## config.mk

```make
export PLATFORM = sky130hd
export DESIGN_NAME = div_unit
export DESIGN_NICKNAME = d
export VERILOG_FILES = /design/src/rtl/div_unit_pkg.sv /design/src/rtl/div_unit.sv
export SDC_FILE = /design/constraint.sdc
export NUM_CORES = 1
export LEC_CHECK = 0
export CORE_MARGIN = 4
export CORE_UTILIZATION = 47
export CTS_CLUSTER_SIZE = 24
export DETAILED_ROUTE_END_ITERATION = 16
export GPL_ROUTABILITY_DRIVEN = 0
export PLACE_DENSITY = 0.78
export SYNTH_ARGS = -nofsm -noshare
export SYNTH_HDL_FRONTEND = slang
export SYNTH_SLANG_ARGS = --single-unit
```

## constraint.sdc

```tcl
create_clock -name clk -period 7.4 [get_ports clk]
set_clock_uncertainty 0.2 [all_clocks]
set_input_delay 1.48 -clock clk [delete_from_list [all_inputs] [get_ports clk]]
set_output_delay 1.48 -clock clk [all_outputs]
set_load 0.1 [all_outputs]
```

## src/rtl/div_unit_pkg.sv

```systemverilog
// Shared definitions for the iterative divider: FSM encodings,
// handshake constants and the operand magnitude helper.
package div_unit_pkg;

  typedef logic [1:0] div_state_t;

  // FSM state encodings
  localparam div_state_t DIV_FREE   = 2'b00;
  localparam div_state_t DIV_BYZERO = 2'b01;
  localparam div_state_t DIV_ON     = 2'b10;
  localparam div_state_t DIV_END    = 2'b11;

  // Handshake levels shared with the EX stage
  localparam logic DIV_START            = 1'b1;
  localparam logic DIV_STOP             = 1'b0;
  localparam logic DIV_RESULT_READY     = 1'b1;
  localparam logic DIV_RESULT_NOT_READY = 1'b0;

  // Number of restoring-division iterations
  localparam logic [5:0] DIV_ITERATIONS = 6'd32;

  // Magnitude of an operand: two's complement negated only when the
  // operation is signed and the operand is negative. 0x80000000 maps to
  // itself, which is the correct unsigned magnitude.
  function automatic logic [31:0] operand_magnitude(input logic [31:0] x,
                                                    input logic        is_signed);
    return (is_signed && x[31]) ? (~x + 32'd1) : x;
  endfunction

endpackage

```

## src/rtl/div_unit.sv

```systemverilog
// Iterative 32-bit signed/unsigned divider, one quotient bit per cycle.
// Result is {remainder, quotient} and is held until EX drops start_i.
module div_unit
  import div_unit_pkg::*;
(
  input  logic        clk,
  input  logic        rst,
  input  logic        signed_div_i,
  input  logic [31:0] opdata1_i,
  input  logic [31:0] opdata2_i,
  input  logic        start_i,
  input  logic        annul_i,
  output logic [63:0] result_o,
  output logic        ready_o
);

  div_state_t  state;
  logic [5:0]  cnt;
  logic [64:0] work;
  logic [31:0] divisor;
  logic        neg_quot;
  logic        neg_rem;

  logic [32:0] trial;
  logic [31:0] quot_fixed;
  logic [31:0] rem_fixed;

  // Trial subtraction of the divisor from the current partial remainder,
  // plus the final sign corrections applied on the last cycle of ON.
  always_comb begin
    trial      = {1'b0, work[63:32]} - {1'b0, divisor};
    quot_fixed = neg_quot ? (~work[31:0] + 32'd1) : work[31:0];
    rem_fixed  = neg_rem  ? (~work[64:33] + 32'd1) : work[64:33];
  end

  // Divider FSM, datapath and registered result/ready outputs.
  always_ff @(posedge clk or negedge rst) begin
    if (!rst) begin
      state    <= DIV_FREE;
      cnt      <= 6'd0;
      work     <= 65'd0;
      divisor  <= 32'd0;
      neg_quot <= 1'b0;
      neg_rem  <= 1'b0;
      result_o <= 64'd0;
      ready_o  <= DIV_RESULT_NOT_READY;
    end else begin
      case (state)
        DIV_FREE: begin
          result_o <= 64'd0;
          ready_o  <= DIV_RESULT_NOT_READY;
          if (start_i == DIV_START && !annul_i) begin
            if (opdata2_i == 32'd0) begin
              state <= DIV_BYZERO;
            end else begin
              state    <= DIV_ON;
              cnt      <= 6'd0;
              work     <= {32'd0, operand_magnitude(opdata1_i, signed_div_i), 1'b0};
              divisor  <= operand_magnitude(opdata2_i, signed_div_i);
              // Capture sign corrections now; operands may change later.
              neg_quot <= signed_div_i & (opdata1_i[31] ^ opdata2_i[31]);
              neg_rem  <= signed_div_i & opdata1_i[31];
            end
          end
        end

        DIV_BYZERO: begin
          result_o <= 64'd0;
          ready_o  <= DIV_RESULT_NOT_READY;
          if (annul_i) begin
            state <= DIV_FREE;
          end else begin
            work  <= 65'd0;
            state <= DIV_END;
          end
        end

        DIV_ON: begin
          result_o <= 64'd0;
          ready_o  <= DIV_RESULT_NOT_READY;
          if (annul_i) begin
            state <= DIV_FREE;
            cnt   <= 6'd0;
          end else if (cnt != DIV_ITERATIONS) begin
            // Restoring step: keep the shifted remainder if the trial went
            // negative, otherwise commit the difference and set a 1 bit.
            if (trial[32]) begin
              work <= {work[63:0], 1'b0};
            end else begin
              work <= {trial[31:0], work[31:0], 1'b1};
            end
            cnt <= cnt + 6'd1;
          end else begin
            work  <= {rem_fixed, work[32], quot_fixed};
            state <= DIV_END;
            cnt   <= 6'd0;
          end
        end

        DIV_END: begin
          // annul_i is ignored here; only EX dropping start_i releases END.
          if (start_i == DIV_START) begin
            result_o <= {work[64:33], work[31:0]};
            ready_o  <= DIV_RESULT_READY;
          end else begin
            result_o <= 64'd0;
            ready_o  <= DIV_RESULT_NOT_READY;
            state    <= DIV_FREE;
          end
        end

        default: begin
          state    <= DIV_FREE;
          result_o <= 64'd0;
          ready_o  <= DIV_RESULT_NOT_READY;
        end
      endcase
    end
  end

endmodule
```

==> results by group, run 1 <==
STA
  • Tightest Pin Transition: ~1.2 ns
  • Max-slew violation count: 0
  • RSZ-0062 raised after global routing: false
  • Final Hold Viols: 0
  • Final Setup Violations: 0
  • TNS Setup: 0 ns
  • Max frequency: ~210 MHz
  • Min cycle time layout: ~4.8 ns
  • Final worst path period share: between 60 and 70%
  • Final worst slack: 2.64 ns
  • Hold WS: roughly 0.33 ns
  • Max transition margin: a little over a fifth

Final layout
  • P&R area growth vs syn: 17.0%
  • Multi-input gate area in the final layout: 6940 µm²
  • Post-layout util: between 50% and 60%
  • Final #Nets: approximately 1.6k
  • Reg area: between 4000 and 5000 µm²
  • N_diodes: 0
  • Fraction of layout cells with a size suffix above 1: 4.53%
  • Fillers: 2,242

Clocking
  • TritonCTS clock tree: yes
  • Root buffer cell: clkbuf_16
  • CTS Hold Bufs: 0
  • CTS max path bufs: 2
  • Clk_lat worst skew: 0.44 ns
  • Clk slew on worst S/H paths: 0.07 ns
  • CTS Buf Count: 17
  • Clock tree sinks: roughly 170
  • Post-CTS Resized: 0
  • Post-CTS Setup Bufs: 0
  • H-tree levels: 4

Yosys
  • Top FF cell, synth: dfrtp_1
  • Top cells by area, synth: dfrtp_1 (36%), a21oi_1 (5.7%), o21ai_0 (5.7%), nand2_1 (4.7%), ha_1 (4.6%)
  • Post-Synth Adder-Cell Area: between 4 and 5%
  • Synth Area in Compound Gates: a little under a quarter
  • Synth Warn #: 0
  • Netlist Area Pre-Place: ~12,000 µm²
  • Top-count cell post-synth: dfrtp_1
  • Post-synth top area share: roughly 36%
  • Area leader, netlist: dfrtp_1
  • Yosys reg bits: 172
  • Yosys cell types: 77
  • Main combinational cell family by area after synthesis: simple AND/OR/NAND/NOR gates
  • Syn_area_per_cell: about 8.1 µm²
  • EDFF count, synth: 0
  • Post-Synth XOR/XNOR Area: 6.87%
  • Commonest cells in the netlist: dfrtp_1 (172), nand2_1 (147), a21oi_1 (136), o21ai_0 (135), nor2_1 (129)
  • Post-synthesis simple-gate area fraction: a little under a quarter
  • Register area share after synthesis: a little over a third
  • Mapped Nets: around 1.6k
  • Async SR Flop Fraction: 100%
  • Synth Instances: roughly 1.5k
  • Mux contribution to synthesized area: 1.16%

Floorplanning
  • Core footprint: between 20,000 and 25,000 µm²
  • Rows: 57
  • Total die area: 27,800 µm²
  • Starting density of the core: roughly half
  • Chip height: approximately 170 µm
  • # IOs: between 100 and 150
  • Die width: between 150 and 200 µm

Power
  • VDD IR max: 0.185 mV
  • PD cells: roughly 360 nW/µm²
  • Static leakage: about 6.1 nW

Worst setup path
  • CP Capture Type: flip-flop
  • Critical Path Max Stage Delay: between 0.5 and 0.6 ns
  • CP Cell Sequence: clkdlybuf4s50_1, nor4_1, nand4_1, nor2_1, nand2_1, and3_2, a21oi_1, nor3_1, a21oi_1, o21ai_0
  • Critical setup path kind: in -> reg
  • Crit path arrival time: between 4 and 5 ns
  • Crit-path leading delay family: simple AND/OR/NAND/NOR gates
  • WP buf/inv: 1
  • Critical Path Source Type: input port
  • Most used cell, CP: a21oi_1
  • Crit-path max FO: 67
  • Critical Path RT: about 7.5 ns
  • Cell with the largest stage delay on the worst path: nor4_1

Routing
  • Drt initial violations: 1,179
  • Total wire length: roughly 33,000 µm
  • First-pass iteration count of the detailed router: 5
  • Drt drc: 0
  • Via-to-Cell Ratio: roughly 6.1
  • WL per Instance: 17.9 µm
  • Final ANT Viol Nets: 0
  • Via count: between 10k and 15k

GRT
  • Largest net degree at the start of global routing: ~120
  • Number of global-route vias before repair: approximately 11k
  • Initial antenna violation count: 0
  • First-pass GRT wire length: roughly 54,000 µm
  • Global route overflow: 0
  • Gr usage total: 23.6%

Place
  • Setup slack at placement: 2.22 ns
  • PortBufs: approximately 130
  • Post-DP HPWL: about 24,000 µm

Hold path
  • Worst hold path class: reg -> reg

Job
  • Max_cap viols: 0

Run status
  • Outcome: complete, no violations
flip-flops by register name, summed over array words and instances, names as in the netlist:
name,count
work,65
result_o,64
divisor,32
cnt,6
state,2
neg_quot,1
neg_rem,1
ready_o,1
worst paths after layout:
path	startpoint	end	slack (ns)	cells after the start
hold / removal	neg_rem	neg_rem	0.33	1
min in group asynchronous	rst	result_o[19]	0.98	1
hold reg to reg	neg_rem	neg_rem	0.33	1
setup / recovery	opdata2_i[2]	cnt[4]	2.64	10
setup reg to reg	work[37]	work[58]	3.40	9
max in group asynchronous	rst	divisor[25]	4.69	2
cell type report:
class                           instances  share of cell area (%)
Inverter                               64                    1.73
Tap cell                              324                    2.92
Clock buffer                           21                    3.32
Multi-Input combinational cell       1134                    50.0
Sequential cell                       172                    31.0
Clock inverter                         10                   0.830
Timing Repair Buffer                  144                    10.2
stage by stage:
stage	instance area, µm²	instances	power, mW
after global routing	13900	1869	5.29
final	13900	1869	4.93
after CTS	13900	1869	4.88
after floorplan	11900	1463	3.33
after global placement	13300	1838	3.90
after detailed placement	13300	1838	3.97
worst reg2reg max path: cells and delay by family (launching register included):
family	cells	cell delay, ns
simple gates	5	1.61
compound gates	3	1.20
fa+ha+maj	1	0.40
flops	1	0.48
power by group:
part | switching (mW) | internal (mW) | total, mW
registers | 0.287 | 1.18 | 1.47
logic | 1.64 | 0.929 | 2.57
clock network | 0.380 | 0.513 | 0.893
total | 2.31 | 2.62 | 4.93
logic make-up (layout without fill, tap and decap cells):
family	after synthesis	count (layout)
xor+xnor	93	93
compound gates	441	441
buf+inv	157	239
mux	13	13
flops	172	172
simple gates	542	542
fa+ha+maj	45	45
layer usage:
metal	vias to the layer above	share of wire (%)	global-route usage, %
met1	5306	43	32.5
met3	75	9.1	4.34
li1	5423	-	-
met4	0	2.3	6.58
met5	-	0	0
met2	524	46	38.2
placed cells by master, fill, tap and decap left out, drive strengths merged, types with 7 or more instances in the layout:
cell type and instances:
mux2i 7, nand2 148, a21oi 136, o211ai 14, xor2 48, nand3 29, a21o 13, nor3 47
o21a 9, clkdlybuf4s50 131, ha 44, nor3b 9, and2 10, nor2 129, o21ai 135, o31ai 16
nand4 13, xnor2 45, clkbuf 21, or3 13, inv 66, a221o 7, buf 13, a211oi 8
o41ai 7, a31oi 25, dfrtp 172, nand2b 12, and3 74, nor4 25, o22ai 10
Power figures use the tool's default switching activity.
==> run 2: changes to the inputs <==
Clock period 7.4 ns to 4.7 ns, I/O delays scaled along.
==> results by group, run 2 (synthesis results as in run 1) <==
Run status
  • Outcome: complete, no violations

Final layout
  • Most frequent cells in the layout: dfrtp_1 (172), nand2_1 (147), a21oi_1 (136), o21ai_0 (135), clkdlybuf4s50_1 (131)
  • Most common cell after layout, fill and taps aside: dfrtp_1
  • P&R area growth vs syn: 18.4%
  • Largest Register: work
  • N_diodes: 0
  • Fraction of layout cells with a size suffix above 1: under 10%
  • Final #Nets: about 1.7k
  • Number of flip-flops in the largest register: between 60 and 70
  • Biggest regs: work x65, result_o x64, divisor x32

Routing
  • Drt initial violations: approximately 1.4k
  • Via count: 11.4k
  • Final ANT Viol Nets: 0
  • Via-to-Cell Ratio: 6.05
  • First-pass iteration count of the detailed router: 6
  • Drt drc: 0
  • Total wire length: 33,300 µm
  • WL per Instance: roughly 18 µm

Job
  • Max_cap viols: 0

STA
  • Hold WS: about 0.33 ns
  • Final Setup Violations: 0
  • Final Hold Viols: 0
  • Tightest Pin Transition: 1.12 ns
  • Min cycle time layout: roughly 3.9 ns
  • Max-slew violation count: 0
  • Max transition margin: between 20 and 30%
  • RSZ-0062 raised after global routing: false
  • TNS Setup: 0 ns
  • Final worst path period share: just over 80%
  • Max frequency: about 260 MHz

Worst setup path
  • Critical setup path kind: in -> reg
  • Critical Path RT: 4.81 ns
  • Cell with the largest stage delay on the worst path: nor4_1
  • Critical Path Source Type: input port
  • CP Cell Sequence: clkdlybuf4s50_1, nor4_1, nand4_1, o211a_1, or2_2, nand2_1, o31ai_1, a221o_1
  • Crit path arrival time: between 3 and 4 ns
  • CP Capture Type: flip-flop
  • Crit-path max FO: 16
  • Critical Path Max Stage Delay: ~0.61 ns

Power
  • Sw power: 3.61 mW
  • Combinational group share of total power: 51.4%
  • Tot Pwr: 7.85 mW
  • Sequential power share: a little under 30%
  • Switching Fraction: 46.0%
  • Static leakage: around 6.2 nW
  • Int Power: approximately 4.2 mW
  • PD cells: 559 nW/µm²
  • Clock share of power: between 10% and 20%
  • VDD IR max: 0.263 mV

GRT
  • Largest net degree at the start of global routing: 82
  • First-pass GRT wire length: around 54,000 µm
  • Initial antenna violation count: 0
  • Gr usage total: a little under a quarter
  • Number of global-route vias before repair: between 10k and 15k
  • Global route overflow: 0

Clocking
  • H-tree levels: 4
  • CTS max path bufs: 2
  • Root buffer cell: clkbuf_16
  • CTS Hold Bufs: 0
  • Post-CTS Setup Bufs: 0
  • Clock tree sinks: 172
  • Post-CTS Resized: 0
  • Clk_lat worst skew: ~0.44 ns
  • Clk slew on worst S/H paths: about 0.070 ns
  • TritonCTS clock tree: yes
  • CTS Buf Count: 17

Hold path
  • Worst hold path class: in -> async

Floorplanning
  • Starting density of the core: 48.3%
  • # IOs: between 100 and 150
  • Total die area: 27,800 µm²
  • Chip height: ~170 µm
  • Rows: 57
  • Core footprint: about 25,000 µm²
  • Die width: roughly 170 µm

Place
  • Post-DP HPWL: about 24,000 µm
  • PortBufs: ~130
run 2: cell type report:
cell class	count	area, µm²
fill	2225	10500
clock inverter	12	160
timing repair buffer	159	1520
clock buffer	20	467
multi-input combinational	1134	6940
sequential	172	4300
inverter	64	240
tap	324	405
run 2: per-layer routing:
metal / part of all wire [%] / track usage (%) / vias up
li1: - / - / 5444
met1: 42 / 31.9 / 5319
met2: 47 / 38.9 / 587
met3: 8.9 / 3.67 / 58
met4: 2.0 / 6.19 / 0
met5: 0 / 0 / -
run 2: final timing paths:
path	startpoint	slack, ns	endpoint	depth (start not counted)
max in group asynchronous	rst	3.02	work[56]	2
worst min register to register	neg_rem	0.33	neg_rem	1
worst max register to register	work[33]	0.91	work[61]	11
worst min-delay path	rst	0.33	result_o[27]	1
worst max-delay path	opdata2_i[2]	0.84	work[51]	8
min in group clk	neg_rem	0.33	neg_rem	1
run 2: worst max-delay path, delay by kind of cell:
kind | cells | cell delay, ns
buf+inv | 1 | 0.48
simple gates | 4 | 1.78
compound gates | 3 | 0.77
run 2: through the flow:
stage	setup WS, ns	std cells	util (%)	instance area [µm²]
finish	0.838	1885	57.2	14000
global route	0.623	1885	57.2	14000
CTS	0.945	1885	57.2	14000
detailed placement	0.493	1853	54.7	13400
global placement	0.591	1853	54.7	13400
floorplan	1.31	1463	-	11900
run 2: power by group through the flow:
stage                     Sequential, mW  Clock, mW  Combinational [mW]
after floorplan                     2.30          0                2.95
after global placement              2.30          0                3.85
after detailed placement            2.31          0                3.96
after CTS                           2.29       1.52                3.98
after global routing                2.36       1.59                4.45
final                               2.30       1.51                4.04
